File: src/rtl/cpu_pkg.sv
// Shared CPU definitions.
// Widths, reset vector and the fetch-to-decode entry layout.
package cpu_pkg;

    localparam int XLEN = 32;
    localparam int INST_W = 32;
    localparam logic [XLEN-1:0] RESET_PC = 32'h0000_0000;
    localparam int INST_BYTES = 4;

    typedef struct packed {
        logic [XLEN-1:0]   pc;
        logic [INST_W-1:0] inst;
    } fetch_entry_t;

endpackage

File: src/rtl/fetch_fifo.sv
// Prefetch buffer between fetch and decode.
// Registered head, no bypass; flush empties it in one cycle.
module fetch_fifo #(
    parameter int DEPTH = 4,
    parameter type entry_t = logic [63:0]
) (
    input  logic                         clk,
    input  logic                         reset,
    input  logic                         flush,
    input  logic                         push,
    input  entry_t                       push_data,
    input  logic                         pop,
    output entry_t                       head,
    output logic [$clog2(DEPTH+1)-1:0]   count,
    output logic                         empty,
    output logic                         full
);

    localparam int AW = $clog2(DEPTH);
    localparam int CW = $clog2(DEPTH+1);

    entry_t         mem [DEPTH];
    logic [AW-1:0]  wr_ptr;
    logic [AW-1:0]  rd_ptr;
    logic           do_push;
    logic           do_pop;

    assign do_push = push && !flush;
    assign do_pop  = pop && !flush;
    assign head    = mem[rd_ptr];
    assign empty   = (count == '0);
    assign full    = (count == CW'(DEPTH));

    // storage write; contents need no reset
    always_ff @(posedge clk) begin
        if (do_push) begin
            mem[wr_ptr] <= push_data;
        end
    end

    // pointers and occupancy
    always_ff @(posedge clk) begin
        if (reset || flush) begin
            wr_ptr <= '0;
            rd_ptr <= '0;
            count  <= '0;
        end else begin
            if (do_push) begin
                wr_ptr <= wr_ptr + AW'(1);
            end
            if (do_pop) begin
                rd_ptr <= rd_ptr + AW'(1);
            end
            unique case ({do_push, do_pop})
                2'b10:   count <= count + CW'(1);
                2'b01:   count <= count - CW'(1);
                default: count <= count;
            endcase
        end
    end

endmodule

File: src/rtl/fetch_unit.sv
// Instruction fetch stage: PC, credit-based issue, redirect flush.
// Responses from before a redirect are counted and dropped on arrival.
import cpu_pkg::*;

module fetch_unit #(
    parameter int                ADDR_W   = cpu_pkg::XLEN,
    parameter int                INST_W   = cpu_pkg::INST_W,
    parameter logic [ADDR_W-1:0] RESET_PC = cpu_pkg::RESET_PC,
    parameter int                DEPTH    = 4
) (
    input  logic              clk,
    input  logic              reset,
    input  logic              redirect_valid,
    input  logic [ADDR_W-1:0] redirect_pc,
    output logic              imem_req_valid,
    input  logic              imem_req_ready,
    output logic [ADDR_W-1:0] imem_req_addr,
    input  logic              imem_resp_valid,
    input  logic [INST_W-1:0] imem_resp_data,
    output logic              inst_valid,
    input  logic              inst_ready,
    output logic [INST_W-1:0] inst_data,
    output logic [ADDR_W-1:0] inst_pc
);

    localparam int CW = $clog2(DEPTH+1);
    localparam logic [ADDR_W-1:0] STEP = ADDR_W'(INST_BYTES);

    typedef struct packed {
        logic [ADDR_W-1:0] pc;
        logic [INST_W-1:0] inst;
    } entry_t;

    logic [ADDR_W-1:0] fetch_pc;
    logic [ADDR_W-1:0] resp_pc;
    logic [CW-1:0]     outstanding_cnt;
    logic [CW-1:0]     discard_cnt;
    logic [CW-1:0]     fifo_count;
    logic              fifo_empty;
    logic              fifo_full;
    entry_t            fifo_head;
    entry_t            push_entry;
    logic [CW:0]       inflight;
    logic              req_fire;
    logic              discarding;
    logic              push;
    logic              pop;
    logic [ADDR_W-1:0] target;

    assign target   = {redirect_pc[ADDR_W-1:2], 2'b00};
    assign inflight = {1'b0, fifo_count} + {1'b0, outstanding_cnt};

    assign imem_req_valid = !reset && !redirect_valid
                         && (inflight < (CW+1)'(DEPTH));
    assign imem_req_addr  = fetch_pc;
    assign req_fire       = imem_req_valid && imem_req_ready;

    assign discarding = (discard_cnt != '0);
    assign push       = imem_resp_valid && !discarding
                     && !redirect_valid && !fifo_full;
    assign push_entry = '{pc: resp_pc, inst: imem_resp_data};

    assign inst_valid = !reset && !redirect_valid && !fifo_empty;
    assign pop        = inst_valid && inst_ready;
    assign inst_data  = fifo_head.inst;
    assign inst_pc    = fifo_head.pc;

    // PCs, in-flight request count and stale-response count
    always_ff @(posedge clk) begin
        if (reset) begin
            fetch_pc        <= RESET_PC;
            resp_pc         <= RESET_PC;
            outstanding_cnt <= '0;
            discard_cnt     <= '0;
        end else if (redirect_valid) begin
            fetch_pc        <= target;
            resp_pc         <= target;
            outstanding_cnt <= outstanding_cnt - CW'(imem_resp_valid);
            discard_cnt     <= outstanding_cnt - CW'(imem_resp_valid);
        end else begin
            if (req_fire) begin
                fetch_pc <= fetch_pc + STEP;
            end
            outstanding_cnt <= outstanding_cnt + CW'(req_fire)
                             - CW'(imem_resp_valid);
            if (imem_resp_valid) begin
                if (discarding) begin
                    discard_cnt <= discard_cnt - CW'(1);
                end else begin
                    resp_pc <= resp_pc + STEP;
                end
            end
        end
    end

    fetch_fifo #(
        .DEPTH   (DEPTH),
        .entry_t (entry_t)
    ) u_fifo (
        .clk       (clk),
        .reset     (reset),
        .flush     (redirect_valid),
        .push      (push),
        .push_data (push_entry),
        .pop       (pop),
        .head      (fifo_head),
        .count     (fifo_count),
        .empty     (fifo_empty),
        .full      (fifo_full)
    );

endmodule

File: config.mk
export PLATFORM = sky130hd
export DESIGN_NAME = fetch_unit
export DESIGN_NICKNAME = d
export VERILOG_FILES = /design/src/rtl/cpu_pkg.sv /design/src/rtl/fetch_fifo.sv /design/src/rtl/fetch_unit.sv
export SDC_FILE = /design/constraint.sdc
export NUM_CORES = 1
export LEC_CHECK = 0
export BUFFER_PORTS_ARGS = -buffer_cell sky130_fd_sc_hd__buf_2
export CAP_MARGIN = 25
export CORE_ASPECT_RATIO = 0.8
export CORE_MARGIN = 2
export CORE_UTILIZATION = 58
export DETAILED_ROUTE_END_ITERATION = 7
export PLACE_DENSITY = 0.81
export SETUP_SLACK_MARGIN = 0.02
export SYNTH_ARGS = -nofsm -noshare
export SYNTH_HDL_FRONTEND = slang
export SYNTH_SLANG_ARGS = --single-unit
File: constraint.sdc
create_clock -name clk -period 5.7 [get_ports clk]
set_input_delay 1.71 -clock clk [delete_from_list [all_inputs] [get_ports clk]]
set_output_delay 1.71 -clock clk [all_outputs]
set_load 0.01 [all_outputs]
* Word-level counts from Yosys, hierarchy flattened
Memory sizes are Yosys's and may differ from the RTL's. A register that Yosys moved wholly into a read port is not among the register bits. Cells that the tools add are included. W data, S select, Z words.
Operators by class: muxes and demuxes 14, bitwise operators 1, order comparisons 1, add/sub/neg operators 11, reductions and logical operators 26, eq/ne operators 4
Operators by type and width (number):
- $mux W32 | 5
- $add A32 B3 Y32 const B | 2
- $mux W3 | 4
- $logic_and A1 B1 Y1 | 10
- $reduce_bool A2 Y1 | 4
- $pmux W3 S2 | 1
- $reduce_and A2 Y1 | 3
- $sub A3 B1 Y3 | 2
- $sub A3 B1 Y3 const B | 2
- $logic_not A1 Y1 | 5
- $add A2 B1 Y2 const B | 2
- $add A3 B3 Y4 | 1
- $lt A4 B3 Y1 const B | 1
- $mux W2 | 2
- $add A3 B1 Y3 | 1
- $add A3 B1 Y3 const B | 1
- $eq A3 B3 Y1 const B | 1
- $logic_not A3 Y1 | 1
- $reduce_bool A3 Y1 | 1
- $eq A2 B1 Y1 const B | 1
- $eq A2 B2 Y1 const B | 1
- $mux W1 | 2
- $ne A2 B2 Y1 const B | 1
- $reduce_or A2 Y1 | 1
- 2 further kinds | 2
Word-level totals: logic and storage cells 67, register bits after elaboration 77, input port bits 70, output and inout port bits 98, memories 1, memory bits (writable) 256
Memories:
- u_fifo.mem | words 4, width 64, read ports 1, clocked after Yosys merged registers in 1, wr ports 1, RTL line fetch_fifo.sv:22 | entry_t mem [DEPTH];

* Logic depth before layout (Yosys ltp)
word-level depth 8, gate-level depth with buffers 14, depth with buffers taken out 12

* Hierarchy
A second synthesis with hierarchy kept.
Second synthesis, totals: cell total of the unflattened synthesis 872, area total of the unflattened synthesis 13636.8 um^2
Modules (own cells, without submodules):
- fetch_fifo | area each 9763.1 um^2, times used 1, seq. area each 7867.5 um^2, cells an instance 384
- fetch_unit | area each 3873.7 um^2, times used 1, seq. area each 1321.3 um^2, cells an instance 488

* Worst setup path after synthesis
No wires, ideal clock.
path type input port to flip-flop, start point input port imem_resp_valid, end point memory u_fifo.mem[0][0] in the netlist's numbering, enable pin, slack 1.047 ns, buffers on the path 1, cell stages on the path 4, arrival time 4.226 ns, setup time 0.426 ns, path through clkbuf_2 -> nand3b_1 -> a311oi_1 -> and2_1
On the way: longest elaborated chain between the ends 6
RTL lines:
- from (decl) | RTL line fetch_unit.sv:18 | input logic imem_resp_valid,
- $logic_and A1 B1 Y1 | RTL line fetch_unit.sv:59 | assign push = imem_resp_valid && !discarding
- $logic_and A1 B1 Y1 (2 in series) | RTL line fetch_unit.sv:60 | && !redirect_valid && !fifo_full;
- $logic_and A1 B1 Y1 | RTL line fetch_fifo.sv:28 | assign do_push = push && !flush;
- $mux W1 | RTL line fetch_fifo.sv:36 | if (do_push) begin
- $mux W1 (not written as such) | RTL line fetch_fifo.sv:37 | mem[wr_ptr] <= push_data;
- to (decl) | RTL line fetch_fifo.sv:22
Every way passes these cells.

* Worst setup path in the final report
start point input port redirect_valid, end point output port imem_req_valid
On the way: longest elaborated chain between the ends 3
RTL lines:
- from (decl) | RTL line fetch_unit.sv:13 | input logic redirect_valid,
- $logic_not A1 Y1 | RTL line fetch_unit.sv:53 | assign imem_req_valid = !reset && !redirect_valid
- $logic_and A1 B1 Y1 | RTL line fetch_unit.sv:53
- $logic_and A1 B1 Y1 | RTL line fetch_unit.sv:54 | && (inflight < (CW+1)'(DEPTH));
- to (decl) | RTL line fetch_unit.sv:15 | output logic imem_req_valid,
Every way passes these cells.

==> summary.json <==
{
  "result_of_the_run": {"value": "finished clean"},
  "num_vias": {"value": 8058},
  "setup_repair_after_global_routing_missed_its_margin": {"value": "no"},
  "ctsResizeCount": {"value": 0},
  "met3_length": {"value": 2450, "unit": "um"},
  "synth.cell_area": {"value": 13130, "unit": "sq um"},
  "synth_enable_flop_cells": {"value": 248},
  "synth_warnings": {"value": 0},
  "cts_buffers": {"value": 30},
  "hold_path.class": {"value": "flip-flop to flip-flop"},
  "synth.area.mux_share": {"value": 0.1095},
  "initial_utilization": {"value": 0.5869},
  "ff_latch_area": {"value": 8954, "unit": "sq um"},
  "die_x": {"value": 172.2, "unit": "um"},
  "setup-violations-final": {"value": 0},
  "dieArea": {"value": 23870, "unit": "sq um"},
  "worst_ep_arrival_time": {"value": 2.72, "unit": "ns"},
  "number_of_buffers_added_to_fix_hold_violations_after_cts": {"value": 0},
  "die_h": {"value": 138.6, "unit": "um"},
  "final.period_utilization": {"value": 0.7765},
  "cp-start-kind": {"value": "input pin"},
  "num_io_pins": {"value": 168},
  "io_buffers": {"value": 161},
  "power_leakage": {"value": 5.215, "unit": "nW"},
  "clock-root-buffer": {"value": "sky130_fd_sc_hd__clkbuf_16"},
  "power.ir.vdd_worst": {"value": 0.2195, "unit": "mV"},
  "drt-pass1-iter-count": {"value": 7},
  "hpwlAfterDp": {"value": 17970, "unit": "um"},
  "final-max-slew-violation-count": {"value": 0},
  "power_density": {"value": 327.0, "unit": "nW/um^2"},
  "final.setup_skew": {"value": 0.01730, "unit": "ns"},
  "gp_congestion": {"value": 0.9075},
  "grt_pass1_wl": {"value": 42740, "unit": "um"},
  "final_hold_violation_count": {"value": 0},
  "route.met2.wl": {"value": 12490, "unit": "um"},
  "internal_power": {"value": 3.914, "unit": "mW"},
  "synthTopCellsByArea": {"value": "sky130_fd_sc_hd__edfxtp_1 (57%), sky130_fd_sc_hd__dfxtp_1 (11%), sky130_fd_sc_hd__mux4_2 (11%)"},
  "ys_seq_elements": {"value": 323},
  "antenna_violating_nets_post_route": {"value": 0},
  "cts.path.max_buffers": {"value": 3},
  "hold-worst-slack": {"value": 0.5263, "unit": "ns"},
  "final_period_minus_worst_setup_slack": {"value": 4.426, "unit": "ns"},
  "synth-xor-area-share": {"value": 0.02601},
  "filler_cell_count": {"value": 1501},
  "clk_pin_slew": {"value": 0.06, "unit": "ns"},
  "area_of_the_placeable_core": {"value": 22380, "unit": "sq um"},
  "max-cap-violations": {"value": 0},
  "cts_tree": {"value": "yes"},
  "clock_tree.htree_level_count": {"value": 1},
  "drtIter0Drc": {"value": 746},
  "max-slew-margin-rel": {"value": 0.4017},
  "crit_required": {"value": 3.99, "unit": "ns"},
  "syn-mean-instance-area": {"value": 15.45, "unit": "sq um"},
  "post_synth_fa_ha_maj_area_fraction": {"value": 0.01734},
  "initial_antenna_violation_count": {"value": 0},
  "asr_flop_ratio_synth": {"value": 0},
  "grt_pass1_vias": {"value": 7695},
  "rows": {"value": 49},
  "maxUsedRoutingLayer": {"value": "met4"},
  "grt_start_max_net_pins": {"value": 58},
  "synth_top_family_by_area": {"value": "multiplexers"},
  "wl": {"value": 27440, "unit": "um"},
  "fin_tns_setup": {"value": 0, "unit": "ns"},
  "viasPerCell": {"value": 5.987},
  "ys_types": {"value": 54},
  "total_congestion_overflow": {"value": 0},
  "final_area": {"value": 15290, "unit": "sq um"},
  "portion_of_total_power_attributed_to_sequential_cells": {"value": 0.535},
  "synth.yosys.seq_area_share": {"value": 0.6814},
  "detail_route.drc_violations": {"value": 0},
  "power.net_switching": {"value": 1.085, "unit": "mW"},
  "synth-simple-area-share": {"value": 0.08384},
  "multi_input_area": {"value": 3913, "unit": "sq um"},
  "placed_cell_areas": {"value": 14270, "unit": "sq um"},
  "crit_path_end_kind": {"value": "output port"},
  "synthDominantCellAreaShare": {"value": 0.5671},
  "post-cts-setup-buffer-count": {"value": 0},
  "cp_max_fo": {"value": 20},
  "yosys.area.top_type": {"value": "sky130_fd_sc_hd__edfxtp_1"},
  "p_clk_frac": {"value": 0.405},
  "crit_type": {"value": "input pin to output port"},
  "combinational_group_share_of_total_power": {"value": 0.060},
  "layout.nets": {"value": 1102},
  "max_freq": {"value": 225.9, "unit": "MHz"},
  "area_growth": {"value": 16.41, "unit": "%"},
  "layout-drive-gt1-share": {"value": 0.2926},
  "route.layer.met1.wl": {"value": 12000, "unit": "um"},
  "worstMarginPinSlew": {"value": 0.8941, "unit": "ns"},
  "wire_per_inst": {"value": 20.39, "unit": "um"},
  "synth_compound_gate_area_share": {"value": 0.05974},
  "switching_share": {"value": 0.2170},
  "numClockSinks": {"value": 323},
  "syn-instance-count": {"value": 850},
  "grt_util_all_layers": {"value": 0.2313},
  "worstSkewPairLatency": {"value": 0.56, "unit": "ns"},
  "synth_flop_cell": {"value": "sky130_fd_sc_hd__edfxtp_1"}
}
==> critical path, cell delays in order <==
cell	delay (ns)
sky130_fd_sc_hd__buf_2	0.22
sky130_fd_sc_hd__nor4_1	0.45
sky130_fd_sc_hd__and2_1	0.20
sky130_fd_sc_hd__buf_2	0.13
==> synth_stat cells, types with 9 or more instances <==
| library cell | n |
|---|---|
| sky130_fd_sc_hd__a211oi_1 | 14 |
| sky130_fd_sc_hd__a21oi_1 | 26 |
| sky130_fd_sc_hd__a31oi_1 | 22 |
| sky130_fd_sc_hd__and2_1 | 10 |
| sky130_fd_sc_hd__buf_1 | 9 |
| sky130_fd_sc_hd__clkbuf_1 | 33 |
| sky130_fd_sc_hd__dfxtp_1 | 75 |
| sky130_fd_sc_hd__edfxtp_1 | 248 |
| sky130_fd_sc_hd__ha_1 | 15 |
| sky130_fd_sc_hd__inv_1 | 24 |
| sky130_fd_sc_hd__mux4_2 | 62 |
| sky130_fd_sc_hd__nand2_1 | 45 |
| sky130_fd_sc_hd__nand3_1 | 29 |
| sky130_fd_sc_hd__nand4_1 | 18 |
| sky130_fd_sc_hd__nor2_1 | 50 |
| sky130_fd_sc_hd__nor3_1 | 10 |
| sky130_fd_sc_hd__nor4_1 | 12 |
| sky130_fd_sc_hd__o21ai_0 | 14 |
| sky130_fd_sc_hd__or3_1 | 10 |
| sky130_fd_sc_hd__xnor2_1 | 20 |
| sky130_fd_sc_hd__xor2_1 | 19 |
==> metal layers <==
metal / up-vias / GRT usage
met4: 0 / 0.06103
met5: - / 0
li1: 3653 / -
met3: 41 / 0.04538
met2: 400 / 0.3469
met1: 3964 / 0.3525
==> per-stage QoR <==
stage | utilization | cells | power [mW] | setup WS (ns)
floorplan | - | 853 | 2.885 | 1.047
global placement | 0.6378 | 1289 | 3.007 | 1.174
detailed placement | 0.6378 | 1289 | 3.020 | 1.175
CTS | 0.6830 | 1345 | 5.035 | 1.286
global route | 0.6830 | 1345 | 5.164 | 1.231
finish | 0.6831 | 1346 | 4.999 | 1.274
==> sequential cells by signal, indices dropped and copies added (netlist names), named ones only <==
name	flops
outstanding_cnt	3
u_fifo.wr_ptr	2
discard_cnt	3
u_fifo.rd_ptr	2
u_fifo.mem	248
imem_req_addr	30
resp_pc	30
u_fifo.count	3
==> path summary, 6_finish.rpt <==
path | from | to | cells after the start | slack (ns)
worst max register to register | outstanding_cnt[2]$_SDFF_PP0_ | outstanding_cnt[2]$_SDFF_PP0_ | 12 | 2.52
worst max-delay path | redirect_valid | imem_req_valid | 4 | 1.27
worst min register to register | u_fifo.count[2]$_SDFFE_PP0P_ | u_fifo.count[2]$_SDFFE_PP0P_ | 2 | 0.53
worst min-delay path | u_fifo.count[2]$_SDFFE_PP0P_ | u_fifo.count[2]$_SDFFE_PP0P_ | 2 | 0.53
==> cell families (layout without fill, tap and decap cells) <==
family	Yosys count	in the layout
and+or+nand+nor	214	214
other	1	5
muxes	66	66
buffers and inverters	72	258
DFF	323	323
xor gates and xnor gates	39	39
adders and majority gates	17	17
AOI/OAI and AO/OA	118	118
==> layout make-up <==
cell class | instances | area share
diodes | 1 | 0.0001637
clock buffers | 34 | 0.05205
clock inverters | 22 | 0.01416
inverters | 24 | 0.005893
multi-input cells | 458 | 0.2559
flip-flops and latches | 323 | 0.5857
well taps | 306 | 0.02504
repair buffers | 178 | 0.06106
==> placed cells by master (no fill, tap or decap), types with 5 or more instances in the layout <==
cell / instances
sky130_fd_sc_hd__nor3_1: 10
sky130_fd_sc_hd__a311oi_1: 5
sky130_fd_sc_hd__nor4_1: 12
sky130_fd_sc_hd__a21oi_1: 26
sky130_fd_sc_hd__a21boi_0: 8
sky130_fd_sc_hd__buf_2: 161
sky130_fd_sc_hd__o211ai_1: 7
sky130_fd_sc_hd__dfxtp_1: 73
sky130_fd_sc_hd__clkinv_1: 7
sky130_fd_sc_hd__a211oi_1: 14
sky130_fd_sc_hd__nor2_1: 50
sky130_fd_sc_hd__or3_1: 10
sky130_fd_sc_hd__o21ai_0: 14
sky130_fd_sc_hd__nand4_1: 18
sky130_fd_sc_hd__inv_1: 23
sky130_fd_sc_hd__buf_4: 17
sky130_fd_sc_hd__a31oi_1: 22
sky130_fd_sc_hd__mux4_2: 62
sky130_fd_sc_hd__nand2_1: 45
sky130_fd_sc_hd__or2_2: 5
sky130_fd_sc_hd__xor2_1: 19
sky130_fd_sc_hd__xnor2_1: 20
sky130_fd_sc_hd__or4_1: 6
sky130_fd_sc_hd__nand3_1: 29
sky130_fd_sc_hd__clkbuf_16: 30
sky130_fd_sc_hd__and2_1: 6
sky130_fd_sc_hd__and3_1: 5
sky130_fd_sc_hd__edfxtp_1: 248
sky130_fd_sc_hd__clkinv_2: 10
sky130_fd_sc_hd__ha_1: 15
==> power groups by stage <==
stage | Combinational, mW | Clock (mW) | Sequential (mW)
after floorplan | 0.178 | 0 | 2.71
after detailed placement | 0.299 | 0 | 2.72
after CTS | 0.301 | 2.06 | 2.67
after global placement | 0.290 | 0 | 2.72
after global routing | 0.332 | 2.15 | 2.68
final | 0.301 | 2.02 | 2.67
Note: power is estimated with default switching activity, not from simulation.
